[src/rtl/mem_bridge.sv]
// mem_bridge: turns one 32-bit CPU load/store into four little-endian byte
// transfers on a byte bus, with a per-byte ack timeout and a sticky error flag.
module mem_bridge (
  input  logic        clk,
  input  logic        rst,
  input  logic        mem_read_i,
  input  logic        mem_write_i,
  input  logic [31:0] mem_addr_i,
  input  logic [31:0] mem_data_i,
  output logic [31:0] mem_data_o,
  output logic        busy_o,
  output logic        err_o,
  output logic        bus_req_o,
  output logic        bus_we_o,
  output logic [31:0] bus_addr_o,
  output logic [7:0]  bus_wdata_o,
  input  logic [7:0]  bus_rdata_i,
  input  logic        bus_ack_i
);
  typedef enum logic [1:0] {IDLE, XFER, DONE} state_t;
  state_t      r_state, w_next;
  logic [1:0]  r_k;
  logic [3:0]  r_wait;
  logic [31:0] r_addr, r_wdata, r_rdata;
  logic        r_we, r_err;
  logic        w_req, w_xfer;
  assign w_req  = mem_read_i | mem_write_i;
  assign w_xfer = r_state == XFER;
  always_comb begin
    w_next = r_state;
    case (r_state)
      IDLE:    w_next = w_req ? XFER : IDLE;
      XFER:    w_next = (bus_ack_i ? r_k == 2'd3 : r_wait == 4'hf) ? DONE : XFER;
      default: w_next = IDLE;
    endcase
  end
  assign busy_o      = w_xfer | (r_state == IDLE & w_req);
  assign bus_req_o   = w_xfer;
  assign bus_we_o    = w_xfer & r_we;
  assign bus_addr_o  = w_xfer ? r_addr + {30'b0, r_k} : '0;
  assign bus_wdata_o = w_xfer ? r_wdata[{r_k, 3'b000} +: 8] : '0;
  assign mem_data_o  = r_state == DONE ? r_rdata : '0;
  assign err_o       = r_err;
  always_ff @(posedge clk) begin
    if (rst) begin
      r_state <= IDLE;
      r_k     <= '0;
      r_wait  <= '0;
      r_addr  <= '0;
      r_wdata <= '0;
      r_rdata <= '0;
      r_we    <= 1'b0;
      r_err   <= 1'b0;
    end else begin
      r_state <= w_next;
      if (r_state == IDLE && w_req) begin
        r_addr  <= mem_addr_i;
        r_wdata <= mem_data_i;
        r_we    <= mem_write_i;
        r_rdata <= '0;
        r_k     <= '0;
        r_wait  <= '0;
        if (mem_read_i & mem_write_i) r_err <= 1'b1;
      end else if (w_xfer && bus_ack_i) begin
        if (!r_we) r_rdata[{r_k, 3'b000} +: 8] <= bus_rdata_i;
        r_k    <= r_k + 2'd1;
        r_wait <= '0;
      end else if (w_xfer) begin
        // wait counter wraps to 0 on the aborting cycle, ready for the next transfer
        r_wait <= r_wait + 4'd1;
        if (r_wait == 4'hf) r_err <= 1'b1;
      end
    end
  end
endmodule

[config.mk]
export PLATFORM = sky130hd
export DESIGN_NAME = mem_bridge
export DESIGN_NICKNAME = d
export VERILOG_FILES = /design/src/rtl/mem_bridge.sv
export SDC_FILE = /design/constraint.sdc
export NUM_CORES = 1
export LEC_CHECK = 0
export CELL_PAD_IN_SITES_DETAIL_PLACEMENT = 1
export CELL_PAD_IN_SITES_GLOBAL_PLACEMENT = 1
export CORE_ASPECT_RATIO = 0.5
export CORE_UTILIZATION = 34
export CTS_CLUSTER_SIZE = 14
export DETAILED_ROUTE_END_ITERATION = 10
export PLACE_DENSITY_LB_ADDON = 0.15
export SYNTH_ARGS = -nofsm -noshare
export SYNTH_HDL_FRONTEND = slang
export SYNTH_SLANG_ARGS = --single-unit
[constraint.sdc]
create_clock -name clk -period 2.6 [get_ports clk]
set_input_delay 0.39 -clock clk [delete_from_list [all_inputs] [get_ports clk]]
set_output_delay 0.39 -clock clk [all_outputs]
set_load 0.005 [all_outputs]
# After elaboration in Yosys (flattened, before gate mapping)
# Cells that the tools add are included.
[op_classes]
add_sub_neg = 4
eq_ne = 6
shifts = 3
n_mux = 13
n_bitwise = 6
reduce_logical = 9
[ops]
columns = ["cell", "n"]
rows = [
  ["$mux W32", 2],
  ["$add A32 B2 Y32", 1],
  ["$bwmux W32", 1],
  ["$shift A8 B7 Y32 const A", 1],
  ["$shiftx A32 B6 Y8", 1],
  ["$shiftx A8 B7 Y32", 1],
  ["$mux W8", 1],
  ["$mux W1", 7],
  ["$neg A5 Y7", 1],
  ["$add A4 B1 Y4 const B", 1],
  ["$eq A2 B2 Y1 const B", 2],
  ["$eq A4 B4 Y1 const B", 1],
  ["$pmux W2 S2", 1],
  ["$reduce_and A4 Y1", 1],
  ["$reduce_bool A2 Y1", 2],
  ["$and A1 B1 Y1", 3],
  ["$reduce_or A3 Y1", 1],
  ["$add A2 B1 Y2 const B", 1],
  ["$eq A2 B1 Y1 const B", 1],
  ["$logic_and A1 B1 Y1", 2],
  ["$logic_not A2 Y1", 1],
  ["$mux W2", 1],
  ["$ne A2 B1 Y1 const B", 1],
  ["$ne A2 B2 Y1 const B", 1],
  ["other kinds (4)", 5],
]
[word_totals]
reg_bits = 106
in_bits = 77
out_inout_bits = 76
wordCells = 49

# Depth between registers and ports, before layout
# Gate-level depths: netlist of the first run.
[logic_depth]
word_depth = 5
ltp_mapped = 8
depth_no_buf = 6

# Worst setup path before layout of the first run
# OpenSTA, ideal clock, no wires.
[synth_path]
kind = "register to output"
from = "reg r_k[0]"
to = "out bus_addr_o[18]"
arrival_time_ns = 1.909
required_time_ns = 2.210
path_slack_ns = 0.301
stages_incl_launch_ff = 9
path_buffers = 2
path_cell_list = "dfxtp_1 -> ha_1 -> fa_1 -> and4_2 -> buf_2 -> nand3_2 -> buf_2 -> or3_1 -> a21oi_1"
[synth_via]
elab_chain_len = 2
[synth_rtl]
columns = ["element", "line", "text"]
rows = [
  ["from (decl)", "22", "logic [1:0] r_k;"],
  ["from (signal assigned)", "66", "r_k <= r_k + 2'd1;"],
  ["$add A32 B2 Y32", "40", "assign bus_addr_o = w_xfer ? r_addr + {30'b0, r_k} : '0;"],
  ["$mux W32", "40", ""],
  ["to (decl)", "15", "output logic [31:0] bus_addr_o,"],
]
# No other way between the ends.

# Worst setup path in the final report of the first run
[layout_path]
from = "reg r_k[0]"
to = "out bus_addr_o[24]"
# The elaborated chain is that of the path after synthesis.

==> run summary, run 1 <==
Run status = complete, but fails checks
Failing checks = negative setup slack
Worst-path maximum fanout = 4
Startpoint types = flop
VDD IR-drop max = 0.286 mV
Syn nets = 773
Worst clock skew = 0.0135 ns
MaxCap Viol Count = 0
Mapped Avg Cell Area = 7.72 sq um
Yosys reg bits = 106
Critical path class = flop to primary output
Die Y-Extent = 90.3 um
Post-synthesis cell count = 686
Setup slack after placement = -0.241 ns
Later-pin clock latency in the skew report = 0.35 ns
Seq/Total Area, Yosys = 0.401
Die outline width = 179 um
Total track usage = 0.229
RSZ-0062 raised after global routing = true
Min-delay src = rst
Clock root cell = clkbuf_16
Via density = 5.15
Fin area = 7790 sq um
Most frequent cells in the layout = 180 x nand2_1, 122 x clkdlybuf4s50_1, 113 x a21oi_1, 102 x dfxtp_1, 63 x buf_4
Worst Max-Slew Pin Slew = 0.755 ns
Row count = 31
CORE AREA = 14800 sq um
GPL Wtd Cong = 0.763
Initial antenna violation count = 1
P&R area growth vs syn = 47.1%
Grt ovf = 0
Net count, final = 959
CP startpoint = r_k[0]$_SDFFE_PP0P_
Most common cell after layout, fill and taps aside = nand2_1
Worst relative slew slack = 0.497
Via count = 5541
Layout cell share with drive strength beyond 1 = 0.182
DRT Pass-1 Iters = 4
Post-DR wirelength/cell = 16.7 um
HP Class = input port to flop
Power per cell area = 473 nW/um^2
Final Hold Violating Endpoints = 0
Worst reg2reg startpoint = r_k[0]$_SDFFE_PP0P_
First-pass GRT wire length = 29.3 mm
H-tree levels = 3
CTS Sinks = 106
Final slew viol count = 0
Cell Count, Final, Fillers Out = 1076
I/O pin count = 153
Final Cycle Share = 1.05
Finished Core Util = 0.526
Post-route setup slack = -0.127 ns
Worst setup EP type = primary output
Total die area = 16100 sq um
Hpwl dp = 12.3 mm
Worst Path Arrival = 2.34 ns
Vias in the first global route = 5714
Clock-pin slew on the worst setup and hold paths = 0.07 ns
Post-route ant nets = 0
Starting Density = 0.357
Required @ worst endpoint = 2.21 ns
Routed wire length = 17.9 mm
Lkg Pwr = 2.88 nW
Largest net degree at the start of global routing = 69
Synth cell types = 48
Ys flop type = dfxtp_1
Placed cell areas = 7240 sq um
Buffers on Ports = 152
Total CTS buffers = 9
Post-synth EDFFs = 0
Setup violations, final = 11
CTS max path bufs = 2
Fmax = 0.367 GHz
1st-iter DRT viols = 242
CTS tree = yes
Post-synth ARST share = 0
Placed insts = 1041
DRC viols = 0
Synthesis Warnings = 0
Minimum clock period = 2.73 ns
Cell Area, Synth = 5300 sq um
-- timing repair --
action,in CTS,in global routing
endpoints found under the setup margin,29,36
setup buffers,10,7
resized for setup,102,31
cloned,2,0
pin swaps,33,17
hold buffers,0,0
-- final cells by class --
| class | count | area (sq um) |
|---|---|---|
| Multi-Input combinational cell | 530 | 3140 |
| Inverter | 4 | 15.0 |
| Clock buffer | 10 | 229 |
| Tap cell | 198 | 248 |
| Antenna cell | 1 | 2.50 |
| Clock inverter | 6 | 57.6 |
| Timing Repair Buffer | 221 | 1970 |
| Fill cell | 1801 | 7030 |
| Sequential cell | 106 | 2130 |
-- registers in the layout, summed over array words and instances, names as in the netlist --
signal	count
r_we	1
r_wait	4
r_addr	32
r_k	2
r_wdata	32
r_state	2
err_o	1
r_rdata	32
-- critical path: stages (launching register included) --
cell and delay (ns):
dfxtp_2 0.36, ha_4 0.15, fa_2 0.20, and4_4 0.26, nand3_4 0.11, buf_6 0.14, or4_4 0.51, a21oi_2 0.14
buf_2 0.12
-- synthesized netlist by cell type (3+ instances only) --
| cell type | instances | area, sq um |
|---|---|---|
| and3_1 | 3 | 18.8 |
| or4_1 | 12 | 90.1 |
| mux4_2 | 8 | 180 |
| buf_6 | 4 | 45.0 |
| nand2_1 | 180 | 676 |
| inv_1 | 4 | 15.0 |
| clkbuf_1 | 23 | 86.3 |
| and4_1 | 3 | 26.3 |
| or3_1 | 6 | 37.5 |
| buf_1 | 12 | 45.0 |
| o31ai_1 | 10 | 75.1 |
| nand4_1 | 11 | 68.8 |
| buf_2 | 7 | 35.0 |
| o21ai_0 | 11 | 55.1 |
| xnor2_1 | 4 | 35.0 |
| ha_1 | 9 | 113 |
| nand3_1 | 43 | 215 |
| nor2_1 | 16 | 60.1 |
| and2_1 | 48 | 300 |
| a21oi_1 | 122 | 611 |
| nor3b_1 | 4 | 30.0 |
| xor2_1 | 8 | 70.1 |
| nor3_1 | 4 | 20.0 |
| dfxtp_1 | 106 | 2120 |
-- per-layer routing --
layer  vias up  track usage  part of all wire
li1       2729            -                 -
met1      2664        0.293              0.45
met2       137        0.398              0.49
met3        11       0.0467             0.055
met4         0       0.0445            0.0066
met5         -            0                 0
-- cells by family (layout without fill, tap and decap cells) --
| family | Yosys count | in the layout | share of synthesized area |
|---|---|---|---|
| buf+inv | 52 | 241 | 0.0468 |
| flops | 106 | 106 | 0.401 |
| compound gates | 150 | 150 | 0.150 |
| mux | 8 | 8 | 0.0340 |
| fa+ha+maj | 10 | 10 | 0.0250 |
| simple gates | 348 | 350 | 0.323 |
| other cells | 0 | 1 | 0 |
| xor+xnor | 12 | 12 | 0.0198 |
-- worst paths after layout --
kind | to | slack, ns | cells after the start
hold / removal | r_wait[0]$_SDFFE_PP0N_ | 0.43 | 3
hold reg to reg | r_rdata[20]$_SDFFE_PP0P_ | 0.45 | 2
setup reg to reg | r_rdata[15]$_SDFFE_PP0P_ | 0.57 | 7
setup / recovery | bus_addr_o[24] | -0.13 | 8
-- stage by stage --
stage / total power [mW] / hold slack [ns] / setup TNS (ns)
global route: 3.86 / 0.452 / -3.04
detailed placement: 2.39 / 0.439 / -1.92
finish: 3.68 / 0.431 / -0.681
CTS: 3.72 / 0.429 / -0.579
floorplan: 2.07 / 0.427 / 0
global placement: 2.37 / 0.433 / -1.18
-- power by group --
part | leakage (nW) | internal (mW) | total (mW) | switching, mW
Sequential | 0.869 | 1.70 | 1.76 | 0.0606
Combinational | 1.87 | 0.284 | 0.593 | 0.309
Clock | 0.141 | 0.674 | 1.33 | 0.655
Total | 2.88 | 2.66 | 3.68 | 1.02
(Power assumes the default switching activity.)
==> inputs of run 2 (changes only) <==
- SLEW_MARGIN: default -> 40
==> results of run 2 <==
No change in the layout: final DEF, timing and power equal those of run 1.
